===== config.mk =====
export PLATFORM = sky130hd
export DESIGN_NAME = smi_line_rx
export DESIGN_NICKNAME = d
export VERILOG_FILES = /design/src/rtl/smi_line_rx.sv
export SDC_FILE = /design/constraint.sdc
export NUM_CORES = 1
export LEC_CHECK = 0
export ABC_AREA = 1
export CORE_MARGIN = 2
export CORE_UTILIZATION = 55
export CTS_BUF_LIST = sky130_fd_sc_hd__clkbuf_2 sky130_fd_sc_hd__clkbuf_4 sky130_fd_sc_hd__clkbuf_8
export CTS_CLUSTER_DIAMETER = 40
export DETAILED_ROUTE_END_ITERATION = 10
export PLACE_DENSITY = 0.82
export SETUP_SLACK_MARGIN = 0.05
export SLEW_MARGIN = 20
export SYNTH_ARGS = -nofsm -noshare
export SYNTH_HDL_FRONTEND = slang
export SYNTH_SLANG_ARGS = --single-unit
export TNS_END_PERCENT = 100

===== constraint.sdc =====
create_clock -name clk_i -period 4.9 [get_ports clk_i]
set_input_delay 1.225 -clock clk_i [delete_from_list [all_inputs] [get_ports clk_i]]
set_output_delay 1.225 -clock clk_i [all_outputs]
set_load 0.01 [all_outputs]

===== src/rtl/smi_line_rx.sv =====
// ---------------------------------------------------------------------------
// smi_line_rx
//
// Receives LED line data from a host over an asynchronous SMI write strobe
// and stores it byte by byte into a small multi-line buffer RAM. Complete
// lines are queued for a downstream TLC stage, which releases them one at a
// time with line_pop_i. A frame-start opto pulse restarts the line count of
// the current frame and discards any partially received line.
//
// Ports
//   clk_i         system clock (single clock domain)
//   global_rst_n  asynchronous active-low reset
//   frame_opto_i  asynchronous frame-start pulse
//   smi_nwe_i     asynchronous SMI write strobe, active-low
//   smi_data_i    SMI data byte, stable while smi_nwe_i is low
//   line_pop_i    one-cycle pulse: oldest buffered line has been consumed
//   ram_we_o      buffer RAM write enable, one cycle per byte
//   ram_waddr_o   buffer RAM write address {wr_line, byte_idx}
//   ram_wdata_o   byte to write
//   line_valid_o  at least one complete line is buffered
//   rd_line_o     slot index of the oldest complete line
//   busy_o        buffer full, host must hold off
//   frame_rst_o   a new frame has started, host restarts its line count
//   frame_line_o  lines committed in the current frame
//   ovf_o         sticky flag: a byte was dropped
// ---------------------------------------------------------------------------
module smi_line_rx #(
  parameter  int LEDS       = 48,
  parameter  int FIFO_LINES = 4,
  parameter  int LINES      = 240,
  localparam int BW         = $clog2(LEDS * 4),
  localparam int LW         = $clog2(FIFO_LINES),
  localparam int FW         = $clog2(LINES + 1)
) (
  input  logic               clk_i,
  input  logic               global_rst_n,
  input  logic               frame_opto_i,
  input  logic               smi_nwe_i,
  input  logic [7:0]         smi_data_i,
  input  logic               line_pop_i,
  output logic               ram_we_o,
  output logic [LW+BW-1:0]   ram_waddr_o,
  output logic [7:0]         ram_wdata_o,
  output logic               line_valid_o,
  output logic [LW-1:0]      rd_line_o,
  output logic               busy_o,
  output logic               frame_rst_o,
  output logic [FW-1:0]      frame_line_o,
  output logic               ovf_o
);

  logic          nwe_s1, nwe_s2, nwe_s3;
  logic          opto_s1, opto_s2, opto_s3;
  logic [7:0]    data_q;

  logic [BW-1:0] byte_idx;
  logic [LW-1:0] wr_line;
  logic [LW-1:0] rd_line;
  logic [LW:0]   count;
  logic [FW-1:0] frame_line;

  logic          write_ev;
  logic          frame_ev;
  logic          fifo_full;
  logic [BW-1:0] byte_eff;
  logic [FW-1:0] frame_line_eff;
  logic          accept;
  logic          drop;
  logic          commit;
  logic          pop_ok;
  logic [LW:0]   count_next;

  // Both asynchronous inputs get a three-flop chain; the write strobe idles
  // high so its chain resets to 1, which guarantees no write event is seen
  // until the host produces a real low-to-high sequence after reset.
  always_ff @(posedge clk_i or negedge global_rst_n) begin
    if (!global_rst_n) begin
      nwe_s1  <= 1'b1;
      nwe_s2  <= 1'b1;
      nwe_s3  <= 1'b1;
      opto_s1 <= 1'b0;
      opto_s2 <= 1'b0;
      opto_s3 <= 1'b0;
    end else begin
      nwe_s1  <= smi_nwe_i;
      nwe_s2  <= nwe_s1;
      nwe_s3  <= nwe_s2;
      opto_s1 <= frame_opto_i;
      opto_s2 <= opto_s1;
      opto_s3 <= opto_s2;
    end
  end

  // Data is captured while the first synchronizer stage still sees the
  // strobe low; by the time the rising edge reaches s2/s3 this register
  // holds the last byte sampled during the low phase.
  always_ff @(posedge clk_i or negedge global_rst_n) begin
    if (!global_rst_n) begin
      data_q <= '0;
    end else if (!nwe_s1) begin
      data_q <= smi_data_i;
    end
  end

  // A frame edge is applied before a coincident write, so the write sees
  // byte index 0 and an empty frame line count.
  always_comb begin
    write_ev       = nwe_s2 & ~nwe_s3;
    frame_ev       = opto_s2 & ~opto_s3;
    fifo_full      = (count == (LW+1)'(FIFO_LINES));
    byte_eff       = frame_ev ? '0 : byte_idx;
    frame_line_eff = frame_ev ? '0 : frame_line;
    accept         = write_ev && !fifo_full && (frame_line_eff != FW'(LINES));
    drop           = write_ev && !accept;
    commit         = accept && (byte_eff == BW'(LEDS * 4 - 1));
    pop_ok         = line_pop_i && (count != '0);
  end

  always_comb begin
    count_next = count;
    if (commit && !pop_ok) begin
      count_next = count + (LW+1)'(1);
    end else if (!commit && pop_ok) begin
      count_next = count - (LW+1)'(1);
    end
  end

  // Write-side pointers and frame bookkeeping.
  always_ff @(posedge clk_i or negedge global_rst_n) begin
    if (!global_rst_n) begin
      byte_idx   <= '0;
      wr_line    <= '0;
      frame_line <= '0;
    end else begin
      byte_idx   <= byte_eff;
      frame_line <= frame_line_eff;
      if (commit) begin
        byte_idx <= '0;
        wr_line  <= wr_line + LW'(1);
        if (frame_line_eff != FW'(LINES)) begin
          frame_line <= frame_line_eff + FW'(1);
        end
      end else if (accept) begin
        byte_idx <= byte_eff + BW'(1);
      end
    end
  end

  // Read side: occupancy and oldest-line pointer. busy_o is derived from the
  // next count so it lines up with the count register itself.
  always_ff @(posedge clk_i or negedge global_rst_n) begin
    if (!global_rst_n) begin
      count   <= '0;
      rd_line <= '0;
      busy_o  <= 1'b0;
    end else begin
      count  <= count_next;
      busy_o <= (count_next == (LW+1)'(FIFO_LINES));
      if (pop_ok) begin
        rd_line <= rd_line + LW'(1);
      end
    end
  end

  // RAM write port and host-facing status flags. A drop in the same cycle
  // as a frame edge still leaves ovf_o set, since the edge is applied first.
  always_ff @(posedge clk_i or negedge global_rst_n) begin
    if (!global_rst_n) begin
      ram_we_o    <= 1'b0;
      ram_waddr_o <= '0;
      ram_wdata_o <= '0;
      ovf_o       <= 1'b0;
      frame_rst_o <= 1'b1;
    end else begin
      ram_we_o <= accept;
      if (accept) begin
        ram_waddr_o <= {wr_line, byte_eff};
        ram_wdata_o <= data_q;
      end
      if (frame_ev) begin
        ovf_o <= 1'b0;
      end
      if (drop) begin
        ovf_o <= 1'b1;
      end
      if (accept) begin
        frame_rst_o <= 1'b0;
      end else if (frame_ev) begin
        frame_rst_o <= 1'b1;
      end
    end
  end

  assign line_valid_o = (count != '0);
  assign rd_line_o    = rd_line;
  assign frame_line_o = frame_line;

endmodule


==> results.yml <==
outcome:
  status: "finished, final reports clean"
clock_tree:
  cts_sinks: 59
  cts_tree: "done"
  cts_buffers: 9
  cts-root-buf: "clkbuf_8"
  clkLatencyLatePin_ns: 0.34
  ctsResizeCount: 0
  cts.htree.levels: 3
  clock_tree.buffer_depth: 2
  path_clk_slew_ns: 0.07
  ctsHoldBuffers: 0
  cts_setup_buffers: 0
die:
  initial_core_util: 0.579
  row_count: 25
  fp.dieW_um: 75.0
  dieArea_um2: 5620
  die_h_um: 75.0
  pin_count: 46
  design.core.area_um2: 4790
grt:
  gr-total-overflow: 0
  grt_max_degree: 60
  busiest_layer: "met2"
  grt.met3_usage: 0.0643
  grt_use_total: 0.219
  grt_pass1_vias: 2015
  antenna_found_initial: 0
  grtUsageMet2: 0.344
  grt_first_pass_wirelength_mm: 9.05
  grt_use_met1: 0.275
logic_synthesis:
  ys_ff_latch: 59
  yosysMostFrequentCell: "nand2_1"
  synth_area_um2: 2770
  yosys-top-cells-count: "70 x nand2_1, 55 x dfrtp_1, 33 x inv_1"
  synth-edff-count: 0
  async_flop_share: 1.00
  ys.flop_type: "dfrtp_1"
  yosysSeqAreaShare: 0.535
  yosysTopAreaCell: "dfrtp_1"
  synth_top_area_share: 0.497
  synth_cell_types: 33
  syn-instance-count: 285
  yosysWarningCount: 0
  synthesis.nets: 304
  syn_area_per_cell_um2: 9.72
  synth_area_leaders: "dfrtp_1 50%, nand2_1 9.5%, inv_1 4.5%, dfstp_2 3.8%, xor2_1 3.8%"
layout:
  fin_nets: 354
  drive_gt1_frac: 0.185
  fin_util: 0.724
  antenna_cells: 0
  synthToLayoutAreaGrowth_pct: 25.0
  nFillCells: 368
sta:
  fmaxAchievable_mhz: 347
  fin_ws_ns: 2.02
  fin_tns_setup_ns: 0
  timing.final.max_slew_violations: 0
  holdWs_ns: 0.352
  rsz0062_at_grt: "false"
  skew_ns: 0.00706
  slew_headroom: 0.523
  worst-slew-pin-transition_ns: 0.715
  period_needed_ns: 2.88
  period_share: 0.588
  finalSetupViolCount: 0
  finalHoldViolations: 0
power_and_ir_drop:
  pwr-share-seq: 0.425
  power_density_nw_per_um2: 427
  p_sw_frac: 0.304
  netSwitchingPower_mw: 0.449
  power.share.clock: 0.308
  leakage_nw: 1.63
  p_int_mw: 1.03
  vdd_ir_drop_max_mv: 0.294
  power_mw: 1.48
  p_comb_frac: 0.267
run:
  max_cap_violations: 0
detailed_routing:
  vias: 2032
  finalWirelength_mm: 5.27
  drt_pass1_iterations: 4
  antenna_left: 0
  drt_iter0_drc: 119
  drc: 0
  wire_per_inst_um: 12.9
  viasPerCell: 4.99
placed_design:
  io_buffers: 45
  dp_worst_setup_slack_ns: 2.33
  routabilityCongestion: 0.905
  dp_hpwl_mm: 3.65
hold_path:
  hold_class: "reg2reg"
critical_path:
  arrival_ns: 1.66
  end_kind: "output port"
  ff2ff_path_depth: 15
  path_max_fanout: 3
  r2r_end: "count[2]"
  timing.rr.start: "opto_s2"
  startpoint: "count[0]"
  critical_path_class: "reg2out"
  required_ns: 3.67
  cp-start-kind: "register"
  cp-endpoint: "line_valid_o"
  r2r_slack_ns: 2.33
worst min path at each step:
stage            start      end  slack [ns]  cells after the start
6_report       opto_s1  opto_s2        0.35                      0
3_3_place_gp    nwe_s2   nwe_s3        0.36                      0
4_1_cts        opto_s1  opto_s2        0.35                      0
5_1_grt        opto_s1  opto_s2        0.37                      0
2_1_floorplan  opto_s1  opto_s2        0.33                      0
3_5_place_dp   opto_s1  opto_s2        0.34                      0
layer usage:
metal  wire, um  part of all wire
met1       2270              0.43
met2       2600              0.49
met3        292             0.055
met4        106             0.020
met5          0                 0
final cells by class:
type                            count  area, um2  share of cell area
Sequential cell                    59       1480               0.428
Multi-Input combinational cell    184       1110               0.319
Timing Repair Buffer               46        453               0.131
Clock buffer                       12        159              0.0459
Inverter                           35        131              0.0379
Tap cell                           67       83.8              0.0242
Clock inverter                      4       50.0              0.0144
logic make-up (layout without fill, tap and decap cells):
family / Yosys count / count (layout) / share of synthesized area
AOI/OAI and AO/OA: 23 / 23 / 0.0524
and+or+nand+nor: 136 / 136 / 0.253
xor gates and xnor gates: 12 / 12 / 0.0379
muxes: 7 / 7 / 0.0284
adders and majority gates: 6 / 6 / 0.0271
DFF: 59 / 59 / 0.535
buffers and inverters: 42 / 97 / 0.0664
cells in the final DEF (no fill, tap or decap), types with 6 or more instances in the layout:
| cell type | instances |
|---|---|
| a21oi_1 | 6 |
| clkbuf_8 | 11 |
| clkdlybuf4s50_1 | 44 |
| dfrtp_1 | 55 |
| ha_1 | 6 |
| inv_1 | 33 |
| mux2_2 | 7 |
| nand2_1 | 70 |
| nand2_2 | 8 |
| nand3_1 | 9 |
| nor2_1 | 21 |
| nor2_4 | 6 |
| o21ai_0 | 10 |
| xor2_1 | 12 |
metrics by stage:
step | instances | area (um2)
after floorplan | 285 | 2770
after global placement | 391 | 3260
after detailed placement | 391 | 3260
after CTS | 407 | 3460
after global routing | 407 | 3460
final | 407 | 3460
critical path, cell delays in order (launching register included):
cell and delay [ns]:
dfrtp_1 0.38, inv_1 0.09, ha_1 0.23, nand2_1 0.09, clkdlybuf4s50_1 0.54
state kept, by name (all words and copies together) (netlist names), 2 cells and up:
register and flops:
rd_line_o 2, count 3, ram_waddr_o 10, ram_wdata_o 8, data_q 8, byte_idx 8, wr_line 2, frame_line_o 8
power by group through the flow:
stage                     clock, mW  combinational [mW]  sequential, mW
after floorplan                   0               0.205           0.653
after global placement            0               0.384           0.635
after detailed placement          0               0.398           0.636
after CTS                     0.465               0.400           0.629
after global routing          0.486               0.441           0.639
final                         0.456               0.395           0.629
Note: power is estimated with default switching activity, not from simulation.
==> RTL edit: new RTL, same flow settings <==
`FIFO_LINES`: 4 -> 2.
--- a/src/rtl/smi_line_rx.sv
+++ b/src/rtl/smi_line_rx.sv
@@ -28,3 +28,3 @@
   parameter  int LEDS       = 48,
-  parameter  int FIFO_LINES = 4,
+  parameter  int FIFO_LINES = 2,
   parameter  int LINES      = 240,
Interface: changed (resized ram_waddr_o and rd_line_o); port bits go from 46 to 44. No check against the original RTL was run, so the function may have changed too.
==> RTL edit against the original RTL <==
Synthesized area fell by 12%. Total power decreased by 16%. Via count decreased by 13%. Core utilization down 3.0 points. Sequential cell count down 4. Worst hold slack improved by 21 ps. Combinational power is 11% lower. Routed wire length decreased by 15%. Fmax rose by 3.6%. Critical path type unchanged. Worst setup slack improved by 99 ps. Clock power down 33%. Non-clock buffer count shrank 2. Design area is 13% lower.
==> RTL edit: results (changes against the original RTL) <==
status finished, final reports clean; sequential fraction of the synthesis area 56.6% (+3.2 points); detailed-route wire length 4450 um (-15%); ranking of synthesized cells by area dfrtp_1 52%, nand2_1 9.1%, inv_1 4.6%; Final min period 2780 ps (-99.0 ps); register bank with the most flops ram_waddr_o; DP Cell Count 342 (-13%); # H-tree levels 2 (-1); Arrival @ worst endpoint 1560 ps (-100 ps); Reg2Reg Setup Slack 2390 ps (+60 ps); mux contribution to synthesized area 0.462% (-2.4 points); Total GRT Usage 19.7% (-2.2 points); Final nets 315 (-11%); Buffers on Ports 43 (-4.4%); CTS Buf Count 5 (-4); Syn Area/Cell 9.64 um^2 (-0.88%); share of layout cells above drive strength 1 11.4% (-7.1 points); Final GP Congestion 0.769 (-15%); placed cell area 2890 um^2 (-11%); post-synthesis xor/xnor area fraction 4.31% (+0.52 points); post-synthesis compound-gate area fraction 7.18% (+1.9 points); via count 1774 (-13%); P_leak 1.41 nW (-14%); Starting Density 56.4% (-1.5 points); detailed placement HPWL 3100 um (-15%); vias in the first global route 1676 (-17%); Synth Area in Adders 2.57% (-0.14 points); max reg flops 9 (-1); first-pass GRT wire length 7710 um (-15%); clock skew 12.4 ps (+5.35 ps); Post-Layout Cell Count 350 (-14%); crit path launch count[0]; Synth top cells by count 59 x nand2_1, 51 x dfrtp_1, 30 x inv_1, 24 x nor2_1, 19 x o21ai_0; worst slew pin tran 657 ps (-57.9 ps)
==> RTL edit: cell count changes after synthesis, sizes merged, moves of 5 or more <==
| cell | change |
|---|---|
| nand2 | -16 |
| o21ai | +8 |
| mux2 | -6 |
| nand3 | -6 |
| xnor2 | +5 |
| xor2 | -5 |
==> RTL edit: final cells by class <==
class                      instances  area [um^2]
sequential                        55         1380
clock inverter                     1         30.0
fill                             361         1320
timing repair buffer              44          433
multi-input combinational        160          891
inverter                          31          116
tap                               52         65.1
clock buffer                       7         83.8
==> RTL edit: worst min path at each step <==
stage | slack (ps) | cells past startpoint | end | start
after global routing | 380 | 0 | nwe_s3 | nwe_s2
after global placement | 360 | 0 | nwe_s3 | nwe_s2
after detailed placement | 360 | 0 | opto_s2 | opto_s1
after floorplan | 330 | 0 | opto_s2 | opto_s1
final | 370 | 0 | nwe_s3 | nwe_s2
after CTS | 370 | 0 | nwe_s3 | nwe_s2
==> RTL edit: worst max-delay path, delay by kind of cell (launching register included) <==
kind | cells | cell delay [ps]
fa+ha+maj | 1 | 190
buf+inv | 3 | 690
flops | 1 | 360
==> RTL edit: per-layer routing <==
| layer | GRT usage [%] | vias to the layer above | part of all wire, % |
|---|---|---|---|
| li1 | - | 876 | - |
| met2 | 31.1 | 37 | 48 |
| met4 | 8.18 | 0 | 2.1 |
| met5 | 0 | - | 0 |
| met3 | 2.56 | 8 | 3.3 |
| met1 | 27.8 | 853 | 46 |
==> RTL edit: power by group <==
group          switching (mW)  internal, mW  leakage, nW
combinational           0.176         0.177        0.658
sequential             0.0447         0.541        0.693
clock                   0.143         0.164       0.0593
==> RTL edit: cells by family (layout without fill, tap and decap cells) <==
kind of cell	Yosys count	in the layout
flops	55	55
simple gates	110	110
xor+xnor	12	12
compound gates	32	32
buf+inv	38	83
fa+ha+maj	5	5
mux	1	1
